[src/rtl/mem_port_arbiter_if.sv]
// Fetch/data request ports and the single-RAM port of the arbiter.
// Pure wiring: no latency, no flow control of its own.
interface mem_port_arbiter_if;
  logic        if_req;
  logic [9:0]  if_addr;
  logic        dm_req;
  logic        dm_we;
  logic [9:0]  dm_addr;
  logic [63:0] dm_wdata;
  logic [63:0] mem_rdata;
  logic        mem_ack;
  logic        if_gnt;
  logic        dm_gnt;
  logic        if_valid;
  logic        dm_valid;
  logic [63:0] if_rdata;
  logic [63:0] dm_rdata;
  logic        mem_en;
  logic        mem_we;
  logic [9:0]  mem_addr;
  logic [63:0] mem_wdata;
  logic        err;
  logic        busy;

  modport slave (
    input  if_req, if_addr, dm_req, dm_we, dm_addr, dm_wdata, mem_rdata, mem_ack,
    output if_gnt, dm_gnt, if_valid, dm_valid, if_rdata, dm_rdata,
           mem_en, mem_we, mem_addr, mem_wdata, err, busy
  );

  modport master (
    output if_req, if_addr, dm_req, dm_we, dm_addr, dm_wdata, mem_rdata, mem_ack,
    input  if_gnt, dm_gnt, if_valid, dm_valid, if_rdata, dm_rdata,
           mem_en, mem_we, mem_addr, mem_wdata, err, busy
  );
endinterface

[src/rtl/mem_port_arbiter.sv]
// Arbitrates fetch and data ports onto one RAM, one access in flight; grant->valid is 3 cycles min.
// Requests hold until their one-cycle grant; WAIT aborts with err after TIMEOUT cycles without ack.
module mem_port_arbiter #(
  parameter int STARVE_MAX = 4,
  parameter int TIMEOUT    = 15
) (
  input  logic              clk,
  input  logic              rst_n,
  mem_port_arbiter_if.slave bus
);
  localparam int WCW = $clog2(TIMEOUT + 1);

  typedef enum logic [1:0] {IDLE, ISSUE, WAIT, RESP} state_t;

  state_t          r_state;
  state_t          w_state_nxt;
  logic [2:0]      r_starve_cnt;
  logic [WCW-1:0]  r_wait_cnt;
  logic            r_owner_dm;
  logic            r_we;
  logic [9:0]      r_addr;
  logic [63:0]     r_wdata;
  logic            r_err;
  logic [63:0]     r_if_rdata;
  logic [63:0]     r_dm_rdata;
  logic            w_dm_win;
  logic            w_if_win;
  logic            w_timeout;

  always_ff @(posedge clk or negedge rst_n) begin
    if (!rst_n) r_state <= IDLE;
    else        r_state <= w_state_nxt;
  end

  always_comb begin
    w_state_nxt = r_state;
    w_dm_win    = 1'b0;
    w_if_win    = 1'b0;
    w_timeout   = (r_wait_cnt == WCW'(TIMEOUT));
    case (r_state)
      IDLE: begin
        // A starved fetch overrides the data stage's normal priority.
        if (bus.dm_req && !(r_starve_cnt == 3'(STARVE_MAX) && bus.if_req)) w_dm_win = 1'b1;
        else if (bus.if_req)                                               w_if_win = 1'b1;
        if (w_dm_win || w_if_win) w_state_nxt = ISSUE;
      end
      ISSUE:   w_state_nxt = WAIT;
      WAIT:    if (bus.mem_ack || w_timeout) w_state_nxt = RESP;
      RESP:    w_state_nxt = IDLE;
      default: w_state_nxt = IDLE;
    endcase
  end

  always_ff @(posedge clk or negedge rst_n) begin
    if (!rst_n) begin
      r_starve_cnt <= '0;
      r_wait_cnt   <= '0;
      r_owner_dm   <= 1'b0;
      r_we         <= 1'b0;
      r_addr       <= '0;
      r_wdata      <= '0;
      r_err        <= 1'b0;
      r_if_rdata   <= '0;
      r_dm_rdata   <= '0;
    end else begin
      case (r_state)
        IDLE: begin
          r_err      <= 1'b0;
          r_wait_cnt <= '0;
          if (w_dm_win) begin
            r_owner_dm <= 1'b1;
            r_we       <= bus.dm_we;
            r_addr     <= bus.dm_addr;
            r_wdata    <= bus.dm_wdata;
          end else if (w_if_win) begin
            r_owner_dm <= 1'b0;
            r_we       <= 1'b0;
            r_addr     <= bus.if_addr;
            r_wdata    <= '0;
          end
          if (w_if_win || !bus.if_req)
            r_starve_cnt <= '0;
          else if (w_dm_win && r_starve_cnt != 3'(STARVE_MAX))
            r_starve_cnt <= r_starve_cnt + 3'd1;
        end
        ISSUE: r_wait_cnt <= WCW'(1);
        WAIT: begin
          // Owner's rdata is updated on the WAIT exit so it is already valid during RESP.
          if (bus.mem_ack) begin
            if (!r_we && r_owner_dm)  r_dm_rdata <= bus.mem_rdata;
            if (!r_we && !r_owner_dm) r_if_rdata <= bus.mem_rdata;
          end else if (w_timeout) begin
            r_err <= 1'b1;
            if (!r_we && r_owner_dm)  r_dm_rdata <= '0;
            if (!r_we && !r_owner_dm) r_if_rdata <= '0;
          end else begin
            r_wait_cnt <= r_wait_cnt + WCW'(1);
          end
        end
        default: ;
      endcase
    end
  end

  // Grants are combinational in IDLE; masking with rst_n keeps them quiet while reset is held.
  assign bus.if_gnt    = rst_n & w_if_win;
  assign bus.dm_gnt    = rst_n & w_dm_win;
  assign bus.if_valid  = (r_state == RESP) && !r_owner_dm;
  assign bus.dm_valid  = (r_state == RESP) && r_owner_dm;
  assign bus.err       = (r_state == RESP) && r_err;
  assign bus.if_rdata  = r_if_rdata;
  assign bus.dm_rdata  = r_dm_rdata;
  assign bus.mem_en    = (r_state == ISSUE);
  assign bus.mem_we    = r_we;
  assign bus.mem_addr  = r_addr;
  assign bus.mem_wdata = r_wdata;
  assign bus.busy      = (r_state != IDLE);
endmodule

[src/flat_wrapper.sv]
// flat-port wrapper written by rule: the top's interface ports become plain ports
module mem_port_arbiter_flat 
#(
  parameter int STARVE_MAX = 4,
  parameter int TIMEOUT    = 15
)
  (clk, rst_n, bus_if_req, bus_if_addr, bus_dm_req, bus_dm_we, bus_dm_addr, bus_dm_wdata, bus_mem_rdata, bus_mem_ack, bus_if_gnt, bus_dm_gnt, bus_if_valid, bus_dm_valid, bus_if_rdata, bus_dm_rdata, bus_mem_en, bus_mem_we, bus_mem_addr, bus_mem_wdata, bus_err, bus_busy);
  mem_port_arbiter_if bus_i ();
  input  logic clk;
  input  logic rst_n;
  input wire logic [$bits(bus_i.if_req)-1:0] bus_if_req;
  input wire logic [$bits(bus_i.if_addr)-1:0] bus_if_addr;
  input wire logic [$bits(bus_i.dm_req)-1:0] bus_dm_req;
  input wire logic [$bits(bus_i.dm_we)-1:0] bus_dm_we;
  input wire logic [$bits(bus_i.dm_addr)-1:0] bus_dm_addr;
  input wire logic [$bits(bus_i.dm_wdata)-1:0] bus_dm_wdata;
  input wire logic [$bits(bus_i.mem_rdata)-1:0] bus_mem_rdata;
  input wire logic [$bits(bus_i.mem_ack)-1:0] bus_mem_ack;
  output wire logic [$bits(bus_i.if_gnt)-1:0] bus_if_gnt;
  output wire logic [$bits(bus_i.dm_gnt)-1:0] bus_dm_gnt;
  output wire logic [$bits(bus_i.if_valid)-1:0] bus_if_valid;
  output wire logic [$bits(bus_i.dm_valid)-1:0] bus_dm_valid;
  output wire logic [$bits(bus_i.if_rdata)-1:0] bus_if_rdata;
  output wire logic [$bits(bus_i.dm_rdata)-1:0] bus_dm_rdata;
  output wire logic [$bits(bus_i.mem_en)-1:0] bus_mem_en;
  output wire logic [$bits(bus_i.mem_we)-1:0] bus_mem_we;
  output wire logic [$bits(bus_i.mem_addr)-1:0] bus_mem_addr;
  output wire logic [$bits(bus_i.mem_wdata)-1:0] bus_mem_wdata;
  output wire logic [$bits(bus_i.err)-1:0] bus_err;
  output wire logic [$bits(bus_i.busy)-1:0] bus_busy;
  assign bus_i.if_req = bus_if_req;
  assign bus_i.if_addr = bus_if_addr;
  assign bus_i.dm_req = bus_dm_req;
  assign bus_i.dm_we = bus_dm_we;
  assign bus_i.dm_addr = bus_dm_addr;
  assign bus_i.dm_wdata = bus_dm_wdata;
  assign bus_i.mem_rdata = bus_mem_rdata;
  assign bus_i.mem_ack = bus_mem_ack;
  assign bus_if_gnt = bus_i.if_gnt;
  assign bus_dm_gnt = bus_i.dm_gnt;
  assign bus_if_valid = bus_i.if_valid;
  assign bus_dm_valid = bus_i.dm_valid;
  assign bus_if_rdata = bus_i.if_rdata;
  assign bus_dm_rdata = bus_i.dm_rdata;
  assign bus_mem_en = bus_i.mem_en;
  assign bus_mem_we = bus_i.mem_we;
  assign bus_mem_addr = bus_i.mem_addr;
  assign bus_mem_wdata = bus_i.mem_wdata;
  assign bus_err = bus_i.err;
  assign bus_busy = bus_i.busy;
  mem_port_arbiter #(.STARVE_MAX(STARVE_MAX), .TIMEOUT(TIMEOUT)) u_core (.clk(clk), .rst_n(rst_n), .bus(bus_i));
endmodule
[config.mk]
export PLATFORM = sky130hd
export DESIGN_NAME = mem_port_arbiter_flat
export DESIGN_NICKNAME = d
export VERILOG_FILES = /design/src/rtl/mem_port_arbiter_if.sv /design/src/rtl/mem_port_arbiter.sv /design/src/flat_wrapper.sv
export SDC_FILE = /design/constraint.sdc
export NUM_CORES = 1
export LEC_CHECK = 0
export CAP_MARGIN = 20
export CORE_AREA = 5 5 140 169
export DETAILED_ROUTE_END_ITERATION = 10
export DIE_AREA = 0 0 145 174
export PLACE_DENSITY = 0.75
export SLEW_MARGIN = 20
export SYNTH_ARGS = -nofsm -noshare
export SYNTH_HDL_FRONTEND = slang
export SYNTH_SLANG_ARGS = --single-unit
[constraint.sdc]
create_clock -name clk -period 1.6 [get_ports clk]
set_clock_uncertainty 0.05 [all_clocks]
set_input_delay 0.32 -clock clk [delete_from_list [all_inputs] [get_ports clk]]
set_output_delay 0.32 -clock clk [all_outputs]
set_load 0.05 [all_outputs]
Word-level counts from Yosys, hierarchy flattened:

Index checks and enable logic that the tools add are counted.

* bits of input ports: 154
* memories kept: 0
* bits in read-only memories: 0
* bits in registers: 214
* output and inout bits: 210
* bits in latches: 0
* memory bits (writable): 0
* word-level logic and storage cells: 87

* multiply operators: 0
* div/mod/pow operators: 0
* reduce and logical (&&, ||, !) cells: 29
* shifts and indexed selects: 0
* equal/unequal tests: 11
* add/subtract/negate cells: 2
* mux-type cells: 33
* $lt $le $gt $ge: 0
* bitwise operators: 2

Operators with widths (number)
* $mux 64: 10
* $mux 10: 2
* $mux 1: 12
* $pmux 4 s3: 1
* $reduce_and 3->1: 4
* $reduce_bool 2->1: 5
* $logic_and 1x1->1: 8
* $mux 4: 2
* $pmux 2 s4: 1
* $mux 3: 2
* $ne 2x1->1 const B: 3
* $reduce_and 2->1: 3
* $add 4x1->4 const B: 1
* $eq 2x2->1 const B: 2
* $eq 4x4->1 const B: 1
* $logic_not 1->1: 4
* $mux 2: 2
* $ne 2x2->1 const B: 2
* $add 3x1->3 const B: 1
* $eq 3x3->1 const B: 1
* $logic_or 1x1->1: 3
* $ne 3x3->1 const B: 1
* $reduce_bool 3->1: 1
* $and 1x1->1: 2
* 3 further kinds: 3

Depth between registers and ports, before layout:

Gate-level depths: netlist (run 1).

* word-level depth: 10
* gate-level depth with buffers: 7
* depth with buffers taken out: 5

Worst setup path after synthesis (run 1):

OpenSTA, ideal clock, no wires.

* path kind: flip-flop to output port
* start: reg u_core.r_state[0]
* end: out bus_if_gnt
* data arrival time: 1.803 ns
* path slack: -0.573 ns
* cell stages (with the launch flop): 6
* path buffers: 1
* data required time: 1.230 ns
* cell sequence: dfrtp_1 -> inv_1 -> ha_1 -> clkbuf_1 -> nand3_1 -> a21oi_1

* longest elaborated chain between the ends: 3

RTL lines
* from (decl): line mem_port_arbiter.sv:15 `state_t r_state;`
* from (signal assigned): line mem_port_arbiter.sv:32 `else r_state <= w_state_nxt;`
* $logic_not 2->1: line mem_port_arbiter.sv:40 `case (r_state)`
* $mux 1: line mem_port_arbiter.sv:40
* $and 1x1->1: line mem_port_arbiter.sv:106 `assign bus.if_gnt = rst_n & w_if_win;`
* to (decl): line flat_wrapper.sv:19 `output wire logic [$bits(bus_i.if_gnt)-1:0] bus_if_gnt;`

No other way between the ends.

Worst setup path after layout (run 1):

* start: reg u_core.r_state[1]
* end: out bus_dm_gnt

* longest elaborated chain between the ends: 3

RTL lines
* $logic_not 2->1: line mem_port_arbiter.sv:40
* $mux 1: line mem_port_arbiter.sv:40
* $and 1x1->1: line mem_port_arbiter.sv:107 `assign bus.dm_gnt = rst_n & w_dm_win;`
* to (decl): line flat_wrapper.sv:20 `output wire logic [$bits(bus_i.dm_gnt)-1:0] bus_dm_gnt;`

No other way between the ends.

==> results of run 1 <==
## where the power goes
part	switching [mW]	total, mW	internal (mW)
sequential	3.07	11.0	7.93
combinational	13.3	27.0	13.8
clock	2.22	5.68	3.46
total	18.6	43.7	25.1
## what timing repair did
action / CTS / global route
buffers inserted: 19 / 11
hold buffers: 1 / 0
pin swaps: 71 / 41
endpoints found under the hold margin: 156 / 0
gates cloned: 18 / 8
gates resized for setup: 52 / 18
endpoints found under the setup margin: 192 / 213
## worst paths after layout
check	from	end	slack (ns)
min in group asynchronous	rst_n	u_core.bus.mem_addr[2]	0.51
min reg2reg	u_core.bus.dm_rdata[10]	u_core.bus.dm_rdata[10]	0.51
max in group asynchronous	rst_n	u_core.bus.dm_rdata[58]	0.33
min	bus_dm_wdata[10]	u_core.bus.mem_wdata[10]	0.37
max reg2reg	u_core.r_state[0]	u_core.bus.dm_rdata[42]	-0.37
max	u_core.r_state[1]	bus_dm_gnt	-0.38
## cell usage after synthesis, types with 2 or more instances
master and n:
dfrtp_1 214, a22o_1 203, buf_2 21, buf_6 19
inv_1 19, a31oi_1 13, a21o_1 11, clkbuf_1 9
ha_1 7, nand3_1 6, nand2_1 5, a21oi_1 4
and2_1 4, nand4_1 3, and2_4 2, and3_1 2
mux2_2 2, nand2_2 2, nor2_1 2, nor2b_1 2
o21ai_0 2
## metrics by stage
step                worst slack, ns  instances  total power, mW  setup TNS, ns
floorplan                   -0.0212        570             21.9        -0.0212
global placement             -0.216       1210             35.5         -34.90
detailed placement           -0.251       1210             36.0         -42.70
CTS                          -0.405       1287             43.2         -39.81
global route                 -0.438       1306             45.2         -60.70
finish                       -0.375       1306             43.7         -47.45
## critical path, delay by kind of cell, from the launching register on
kind                     cells  cell delay [ns]
flip-flops                   1             0.40
adder cells (fa/ha/maj)      1             0.15
buffers and inverters        2             0.21
AND/OR/NAND/NOR              2             0.33
## area by class of cell
class / instances / area share, %
clock inverters: 10 / 0.963
flip-flops and latches: 214 / 32.5
repair buffers: 467 / 44.7
multi-input cells: 288 / 15.4
clock buffers: 29 / 3.87
well taps: 279 / 2.12
inverters: 19 / 0.462
## cells by family after synthesis
| group | Yosys count |
|---|---|
| adders and majority gates | 7 |
| and+or+nand+nor | 35 |
| DFF | 214 |
| buffers and inverters | 69 |
| AOI/OAI and AO/OA | 242 |
| muxes | 3 |
## layer usage
layer / track usage (%) / routed length (um) / part of all wire [%] / vias up
li1: - / - / - / 3086
met1: 28.7 / 12000 / 36 / 3645
met2: 44.1 / 17100 / 52 / 441
met3: 6.75 / 2850 / 8.6 / 65
met4: 7.34 / 1160 / 3.5 / 0
met5: 0 / 0 / 0 / -
## state kept, by name (all words and copies together), names as in the netlist
signal and flops:
u_core.bus.dm_rdata 64, u_core.bus.if_rdata 64, u_core.bus.mem_addr 10, u_core.bus.mem_wdata 64, u_core.bus.mem_we 1, u_core.r_err 1, u_core.r_owner_dm 1, u_core.r_starve_cnt 3
u_core.r_state 2, u_core.r_wait_cnt 4
==> summary.md, run 1 <==
| Metric | Value |
|---|---|
| Status | `complete, but fails checks` |
| Failing checks | `negative setup slack` |
| Maximum clock path buffer count | `3` |
| Crit-path max cell delay | `0.40 ns` |
| Clock Pin Slew Worst Setup and Hold Paths | `approximately 0.07 ns` |
| CP Capture Type | `primary output` |
| Global Route Usage Sum | `approximately 25%` |
| Main combinational cell family by area after synthesis | `compound AO/OA/AOI/OAI gates` |
| Initial antenna violation count | `0` |
| Final hold vios | `0` |
| Power Density | `2650 mW/mm^2` |
| Register area share after synthesis | `between 60% and 70%` |
| # port buffers | `363` |
| Root Buffer Master | `clkbuf_16` |
| CP Launch Type | `flip-flop` |
| CP arrival | `about 1.6 ns` |
| Mux share of post-synthesis cell area | `0.398%` |
| First-pass GRT wire length | `49000 um` |
| Congestion Overflow GR | `0` |
| TritonCTS Buffers | `22` |
| Vias | `roughly 7200` |
| Pin count of the biggest net entering global routing | `between 100 and 150` |
| CP Cell Sequence | `inv_2 -> ha_4 -> and2_4 -> and3_4 -> buf_12` |
| CTS tree | `done` |
| Synth Area in Compound Gates | `25.1%` |
| Post-synth EDFFs | `0` |
| Critical path type | `flip-flop to primary output` |
| Layout cells sized above 1 | `between 30% and 40%` |
| Drt drc | `0` |
| Ant. Diodes | `0` |
| Hold Path Depth | `2` |
| Initial core utilization | `approximately 37%` |
| Synth Area in XOR/XNOR | `0%` |
| Slew Limit Fails | `0` |
| Placed inst area | `roughly 0.014 mm^2` |
| Final core occ | `between 70 and 80%` |
| Cell area after synthesis | `0.00817 mm^2` |
| Initial DRC Count | `~380` |
| Distinct cells, synth | `39` |
| Final Cell Area | `between 0.015 and 0.02 mm^2` |
| Max frequency | `between 500 and 600 MHz` |
| Sequential Area | `about 0.0054 mm^2` |
| Yosys top cell by area | `dfrtp_1` |
| Final min period | `just under 2 ns` |
| WHS | `0.368 ns` |
| Num rows | `60` |
| Static Leakage | `7.67 nW` |
| Simple-Gate Fraction of Synth Area | `between 2 and 3%` |
| FFs w/ async S/R, synth | `100%` |
| R2R depth | `8` |
| Mapped Cells | `between 500 and 600` |
| Clk Latency, worst-skew pair | `around 0.5 ns` |
| Area growth syn-to-layout | `102%` |
| Peak supply drop | `around 1.8 mV` |
| DIE WIDTH | `~150 um` |
| H-tree depth | `1` |
| Drt total wl | `around 33000 um` |
| Post-synthesis adder-cell area fraction | `between 1 and 1.5%` |
| Area occupied by multi-input gates | `about 0.0025 mm^2` |
| Setup ws final | `-0.375 ns` |
| RePlAce Congestion | `0.838` |
| Nets@finish | `1173` |
| Most frequent cells in the layout | `buf_12, dfrtp_1, a22o_1` |
| Commonest non-fill, non-tap cell in the layout | `buf_12` |
| CP Max Fanout | `4` |
| CTS Sinks | `about 210` |
| HPWL Detailed | `between 20000 and 25000 um` |
| Vias in the first global route | `7673` |
| # fillers | `~1200` |
| Post-synth top area share | `between 60% and 70%` |
| RSZ-0062 raised after global routing | `true` |
| Slowest CP cell | `dfrtp_1` |
| Mean Syn Cell Area | `roughly 14 um^2` |
| Drt via density | `between 5 and 6` |
| Avg WL per Cell | `approximately 25 um` |
| Core Area | `between 0.02 and 0.025 mm^2` |
| Yosys reg bits | `roughly 210` |
| Die Area | `between 0.02 and 0.03 mm^2` |
| Ranking of synthesized cells by area | `dfrtp_1, a22o_1, buf_6, buf_2, ha_1` |
| Final setup fails | `between 200 and 250` |
| Most common flop cell mapped by yosys | `dfrtp_1` |
| Max Cap Violations | `0` |
| Slew Limit Headroom | `between 50% and 60%` |
| First-pass detailed-route iteration total | `6` |
| Req. time, crit path | `approximately 1.2 ns` |
| Yosys warns | `0` |
| Worst Tran Pin Value | `~0.75 ns` |
| Fin crit share | `123%` |
| Mapped Nets | `around 730` |
| DRT antenna net count | `0` |
| Top-Level Pins | `364` |
| Worst hold path class | `primary input to flip-flop` |
| DIE HEIGHT | `about 170 um` |
No activity file was read; power rests on OpenSTA's default activity.
==> run 2, diff against run 1 <==
- CORE_AREA: 5 5 140 169 -> 3 3 138 167
- DIE_AREA: 0 0 145 174 -> 0 0 141 170
==> summary.md, run 2 (synthesis gave the netlist of run 1 again) <==
| Metric | Value |
|---|---|
| Status | `complete, but fails checks (unchanged)` |
| Failing checks | `negative setup slack (unchanged)` |
| Critical Path Sink | `bus_dm_gnt (unchanged)` |
| RSZ-0062 raised after global routing | `true (unchanged)` |
| CP arrival | `1.65 ns (was 1.61 ns)` |
| Slew Limit Fails | `0 (unchanged)` |
| RePlAce Congestion | `0.843 (was 0.838)` |
| Drt total wl | `35900 um (was 33100 um)` |
| Final core occ | `79.5% (was 75.0%)` |
| FF-to-FF setup slack | `-0.37 ns (about the same)` |
| Drt via density | `5.70 (was 5.54)` |
| Critical path type | `flip-flop to primary output (unchanged)` |
| Initial DRC Count | `370 (was 378)` |
| Avg WL per Cell | `27.0 um (was 25.3 um)` |
| Combinational power share | `63.5% (was 61.8%)` |
| Setup ws final | `-0.418 ns (was -0.375 ns)` |
| Final hold vios | `0 (unchanged)` |
| DIE WIDTH | `141 um (was 145 um)` |
| Drt drc | `0 (unchanged)` |
| TritonCTS Buffers | `23 (was 22)` |
| Layout cells sized above 1 | `39.7% (was 37.4%)` |
| Root Buffer Master | `clkbuf_16 (unchanged)` |
| # port buffers | `363 (unchanged)` |
| CP startpoint | `u_core.r_state[1] (unchanged)` |
| Min-delay src | `bus_dm_wdata[16] (was bus_dm_wdata[10])` |
| Num rows | `59 (was 60)` |
| Clk Latency, worst-skew pair | `0.50 ns (about the same)` |
| Die Area | `0.0240 mm^2 (was 0.0252 mm^2)` |
| Nets@finish | `1204 (was 1173)` |
| R2r endpoint | `u_core.bus.if_rdata[24] (was u_core.bus.dm_rdata[42])` |
| Seq pwr share | `24.7% (was 25.2%)` |
| Clock Pin Slew Worst Setup and Hold Paths | `0.07 ns (about the same)` |
| Vias | `7589 (was 7237)` |
| CP Max Fanout | `4 (unchanged)` |
| Core Area | `0.0216 mm^2 (was 0.0220 mm^2)` |
| Initial antenna violation count | `0 (unchanged)` |
| Static Leakage | `7.96 nW (was 7.67 nW)` |
| CP Launch Type | `flip-flop (unchanged)` |
| R2r startpoint | `u_core.r_state[0] (unchanged)` |
| Final min period | `2.02 ns (was 1.98 ns)` |
| Area growth syn-to-layout | `111% (was 102%)` |
| Final setup fails | `217 (was 214)` |
| DRT antenna net count | `0 (unchanged)` |
| Maximum clock path buffer count | `3 (unchanged)` |
| First-pass GRT wire length | `49800 um (was 49000 um)` |
| Peak supply drop | `1.75 mV (was 1.84 mV)` |
| # fillers | `1098 (was 1211)` |
| Worst Tran Pin Value | `0.393 ns (was 0.749 ns)` |
| CTS tree | `done (unchanged)` |
| DIE HEIGHT | `170 um (was 174 um)` |
| Max Cap Violations | `0 (unchanged)` |
| Int Pwr | `25.5 mW (was 25.1 mW)` |
| Commonest non-fill, non-tap cell in the layout | `buf_12 (unchanged)` |
| Slew Limit Headroom | `73.7% (was 50.0%)` |
| Clock Power Share | `11.7% (was 13.0%)` |
| H-tree depth | `1 (unchanged)` |
| Initial core utilization | `37.8% (was 37.1%)` |
| Most frequent cells in the layout | `buf_12, dfrtp_1, a22o_1 (unchanged)` |
| Setup TNS | `-51.28 ns (was -47.45 ns)` |
| Global Route Usage Sum | `27.0% (was 24.6%)` |
| CP Capture Type | `primary output (unchanged)` |
| Top-Level Pins | `364 (unchanged)` |
| Vias in the first global route | `8102 (was 7673)` |
| Sw Pwr | `19.2 mW (was 18.6 mW)` |
| Fin crit share | `126% (was 123%)` |
| CTS Sinks | `214 (unchanged)` |
| Pin count of the biggest net entering global routing | `71 (was 140)` |
| Worst hold path class | `primary input to flip-flop (unchanged)` |
| Req. time, crit path | `1.23 ns (about the same)` |
| HPWL Detailed | `19600 um (was 20100 um)` |
| Sw frac | `43.0% (was 42.5%)` |
| Ant. Diodes | `0 (unchanged)` |
| R2R depth | `9 (was 8)` |
| Max frequency | `496 MHz (was 506 MHz)` |
| Power Density | `2610 mW/mm^2 (was 2650 mW/mm^2)` |
| First-pass detailed-route iteration total | `4 (was 6)` |
| Congestion Overflow GR | `0 (unchanged)` |
## run 2: changes by cell type in the layout (fill, tap and decap cells not counted), moves of 3 or more
| cell | change |
|---|---|
| bufbuf_16 | -4 |
| a31oi_1 | -7 |
| clkinv_2 | +3 |
| buf_16 | +10 |
| clkbuf_16 | +6 |
| buf_12 | +17 |
| clkbuf_1 | +3 |
| bufinv_16 | -3 |
| a31oi_4 | +7 |
## run 2: timing repair
action                                  CTS  global route
pin swaps                                61            91
hold buffers                              1             0
cloned                                   29            11
resized for setup                        70            41
endpoints found under the setup margin  197           217
endpoints found under the hold margin    75             0
setup buffers                            27            25
## run 2: layout make-up
type                    count  area, um^2  share of cell area [%]
clock inverters             8        76.3                   0.444
inverters                  19        76.3                   0.444
clock buffers              32         649                    3.78
multi-input cells         288        2660                    15.5
repair buffers            497        8030                    46.7
well taps                 274         343                    1.99
flip-flops and latches    214        5360                    31.2
## run 2: worst max-delay path, stage by stage, from the launching register on
cell	delay [ns]
dfrtp_1	0.40
inv_2	0.09
ha_4	0.18
and2_4	0.16
and3_4	0.19
buf_12	0.13
## run 2: how the worst min path moves through the flow
stage                               endpoint  depth (start not counted)  slack [ns]
floorplan             u_core.bus.dm_rdata[0]                          0       -0.03
global placement      u_core.bus.mem_addr[7]                          2        0.33
detailed placement    u_core.bus.mem_addr[4]                          2        0.33
CTS                  u_core.bus.mem_wdata[9]                          2        0.36
global route         u_core.bus.mem_wdata[1]                          2        0.38
finish              u_core.bus.mem_wdata[16]                          2        0.38
## run 2: metrics by stage
step	instance area [um^2]	instances	setup slack [ns]	hold WS [ns]	total power, mW
floorplan	8210	570	-0.0212	-0.0256	21.9
global placement	14500	1206	-0.144	0.327	35.6
detailed placement	14500	1206	-0.298	0.329	36.0
CTS	16600	1303	-0.388	0.355	43.4
global route	17200	1332	-0.492	0.377	46.1
finish	17200	1332	-0.418	0.380	44.8
## run 2: power groups by stage
stage               logic, mW  clock network (mW)  registers, mW
floorplan                4.26                   0           17.7
global placement         24.8                   0           10.8
detailed placement       25.1                   0           10.9
CTS                      27.3                5.25           10.9
global route             29.3                5.55           11.3
finish                   28.5                5.26           11.1
## run 2: routing by layer
metal / share of wire [%] / GRT usage [%] / wire length (um) / up-vias
li1: - / - / - / 3149
met1: 35 / 31.1 / 12700 / 3883
met2: 52 / 47.3 / 18600 / 440
met3: 8.0 / 7.25 / 2870 / 117
met4: 4.9 / 11.6 / 1750 / 0
met5: 0 / 0 / 0 / -
==> run 3, diff against run 2 <==
- REMOVE_ABC_BUFFERS: default -> 1
==> summary.md, run 3 (synthesis gave the netlist of run 1 again) <==
| Metric | Value |
|---|---|
| Layout cells sized above 1 | `39.0% (was 39.7%)` |
| Avg WL per Cell | `26.7 um (was 27.0 um)` |
| Critical path's top delay family | `flip-flops (unchanged)` |
| RePlAce Congestion | `0.785 (was 0.843)` |
| CTS Sinks | `214 (unchanged)` |
| Crit-path max cell delay | `0.41 ns (was 0.40 ns)` |
| Critical path type | `flip-flop to primary output (unchanged)` |
| CP Capture Type | `primary output (unchanged)` |
| CTS tree | `done (unchanged)` |
| H-tree depth | `1 (unchanged)` |
| Vias | `7565 (was 7589)` |
| Most frequent cells in the layout | `buf_12, dfrtp_1, a22o_1 (unchanged)` |
| RSZ-0062 raised after global routing | `true (unchanged)` |
| Failing checks | `negative setup slack (unchanged)` |
| Req. time, crit path | `1.23 ns (about the same)` |
| Initial core utilization | `37.8% (unchanged)` |
| Final Cell Area | `0.0168 mm^2 (was 0.0172 mm^2)` |
| CP Cell Sequence | `inv_2 -> ha_4 -> and2_4 -> and3_4 -> buf_12 (unchanged)` |
| CP Max Fanout | `3 (was 4)` |
| Vias in the first global route | `7941 (was 8102)` |
| Slew Limit Fails | `0 (unchanged)` |
| Power Density | `2640 mW/mm^2 (was 2610 mW/mm^2)` |
| CP arrival | `1.66 ns (was 1.65 ns)` |
| DIE WIDTH | `141 um (unchanged)` |
| DP Cell Count | `1215 (was 1206)` |
| Combinational power share | `63.5% (about the same)` |
| Final min period | `2.03 ns (was 2.02 ns)` |
| Clock Pin Slew Worst Setup and Hold Paths | `0.06 ns (was 0.07 ns)` |
| DIE HEIGHT | `170 um (unchanged)` |
| Commonest non-fill, non-tap cell in the layout | `buf_12 (unchanged)` |
| Status | `complete, but fails checks (unchanged)` |
| HPWL Detailed | `19900 um (was 19600 um)` |
| Final setup fails | `214 (was 217)` |
| Drt drc | `0 (unchanged)` |
| Bufs and invs on worst path | `2 (unchanged)` |
| Static Leakage | `7.81 nW (was 7.96 nW)` |
| Drt total wl | `35400 um (was 35900 um)` |
| Num rows | `59 (unchanged)` |
| CP Launch Type | `flip-flop (unchanged)` |
| First-pass GRT wire length | `49800 um (about the same)` |
| Setup ws final | `-0.433 ns (was -0.418 ns)` |
| Core Area | `0.0216 mm^2 (unchanged)` |
| Sw Pwr | `19.1 mW (was 19.2 mW)` |
| Initial DRC Count | `462 (was 370)` |
| Initial antenna violation count | `2 (was 0)` |
| Fin crit share | `127% (was 126%)` |
| TritonCTS Buffers | `23 (unchanged)` |
| Final Non-Filler Cells | `1327 (was 1332)` |
| Root Buffer Master | `clkbuf_16 (unchanged)` |
| Nets@finish | `1198 (was 1204)` |
| Final hold vios | `0 (unchanged)` |
| Global Route Usage Sum | `26.8% (was 27.0%)` |
| Drt via density | `5.70 (about the same)` |
| Setup slack at placement | `-0.231 ns (was -0.298 ns)` |
| Int Pwr | `25.3 mW (was 25.5 mW)` |
| Die Area | `0.0240 mm^2 (unchanged)` |
| Max Cap Violations | `0 (unchanged)` |
| # fillers | `1121 (was 1098)` |
| First-pass detailed-route iteration total | `5 (was 4)` |
| Maximum clock path buffer count | `3 (unchanged)` |
| Placed inst area | `0.0145 mm^2 (about the same)` |
| Peak supply drop | `1.94 mV (was 1.75 mV)` |
| Congestion Overflow GR | `0 (unchanged)` |
| Slowest CP cell | `dfrtp_1 (unchanged)` |
| Final core occ | `77.6% (was 79.5%)` |
| Seq pwr share | `24.8% (was 24.7%)` |
| # port buffers | `363 (unchanged)` |
| WHS | `0.363 ns (was 0.380 ns)` |
| Worst Tran Pin Value | `0.576 ns (was 0.393 ns)` |
| Worst hold path class | `primary input to flip-flop (unchanged)` |
| Slew Limit Headroom | `61.6% (was 73.7%)` |
| DRT antenna net count | `0 (unchanged)` |
| Clk Latency, worst-skew pair | `0.50 ns (about the same)` |
| Max frequency | `492 MHz (was 496 MHz)` |
| Pin count of the biggest net entering global routing | `85 (was 71)` |
| Area growth syn-to-layout | `106% (was 111%)` |
| Top-Level Pins | `364 (unchanged)` |
| Sw frac | `43.0% (about the same)` |
| Clock Power Share | `11.7% (about the same)` |
-- run 3: changes by cell type in the layout (fill, tap and decap cells not counted), sizes merged --
cell	before	now
buf	332	324
clkinvlp	0	1
diode	0	2
and2	7	9
clkbuf	44	45
inv	19	20
clkinv	7	3
-- run 3: timing repair --
| action | in CTS | in global routing |
|---|---|---|
| hold buffers | 1 | 0 |
| setup endpoints to repair | 210 | 221 |
| gates cloned | 25 | 15 |
| resized for setup | 80 | 61 |
| setup buffers | 28 | 17 |
| endpoints found under the hold margin | 44 | 0 |
| pin swaps | 73 | 43 |
-- run 3: path summary, 6_finish.rpt --
path | from | end | slack, ns | cells past startpoint
worst min-delay path | bus_dm_wdata[7] | u_core.bus.mem_wdata[7] | 0.36 | 2
min in group asynchronous | rst_n | u_core.bus.mem_wdata[25] | 0.49 | 3
worst max register to register | u_core.r_state[1] | u_core.bus.mem_addr[2] | -0.35 | 10
max in group asynchronous | rst_n | u_core.r_state[0] | 0.18 | 4
worst min register to register | u_core.bus.dm_rdata[38] | u_core.bus.dm_rdata[38] | 0.51 | 1
worst max-delay path | u_core.r_state[1] | bus_dm_gnt | -0.43 | 5
-- run 3: power groups by stage --
stage / logic (mW) / registers, mW / clock network, mW
finish: 28.2 / 11.0 / 5.18
floorplan: 3.84 / 17.7 / 0
detailed placement: 25.1 / 10.8 / 0
CTS: 27.1 / 10.9 / 5.19
global placement: 24.8 / 10.7 / 0
global route: 28.9 / 11.2 / 5.45
-- run 3: per-stage QoR --
stage                     power (mW)  TNS, ns
final                           44.3   -53.98
after global routing            45.6   -66.12
after CTS                       43.2   -42.71
after detailed placement        35.9   -30.84
after global placement          35.5   -30.47
after floorplan                 21.5  -196.16
-- run 3: layer usage --
metal / track usage (%) / vias to the layer above / wire (um)
met2: 48.1 / 483 / 18500
met3: 7.95 / 95 / 3360
met1: 30.0 / 3853 / 12200
met5: 0 / - / 0
met4: 10.1 / 0 / 1420
li1: - / 3134 / -
-- run 3: area by class of cell --
cell class | count | area, um^2 | area share (%)
Clock inverter | 6 | 65.1 | 0.388
Sequential cell | 214 | 5360 | 31.9
Multi-Input combinational cell | 290 | 2680 | 16.0
Tap cell | 274 | 343 | 2.04
Antenna cell | 2 | 5.00 | 0.0298
Clock buffer | 33 | 653 | 3.89
Timing Repair Buffer | 489 | 7610 | 45.3
Inverter | 19 | 73.8 | 0.440
-- run 3: worst register-to-register path: cells and delay by family (launching register included) --
| kind | cells | cell delay [ns] |
|---|---|---|
| buffers and inverters | 6 | 0.77 |
| AO/OA/AOI/OAI | 3 | 0.44 |
| flip-flops | 1 | 0.39 |
| adder cells (fa/ha/maj) | 1 | 0.18 |
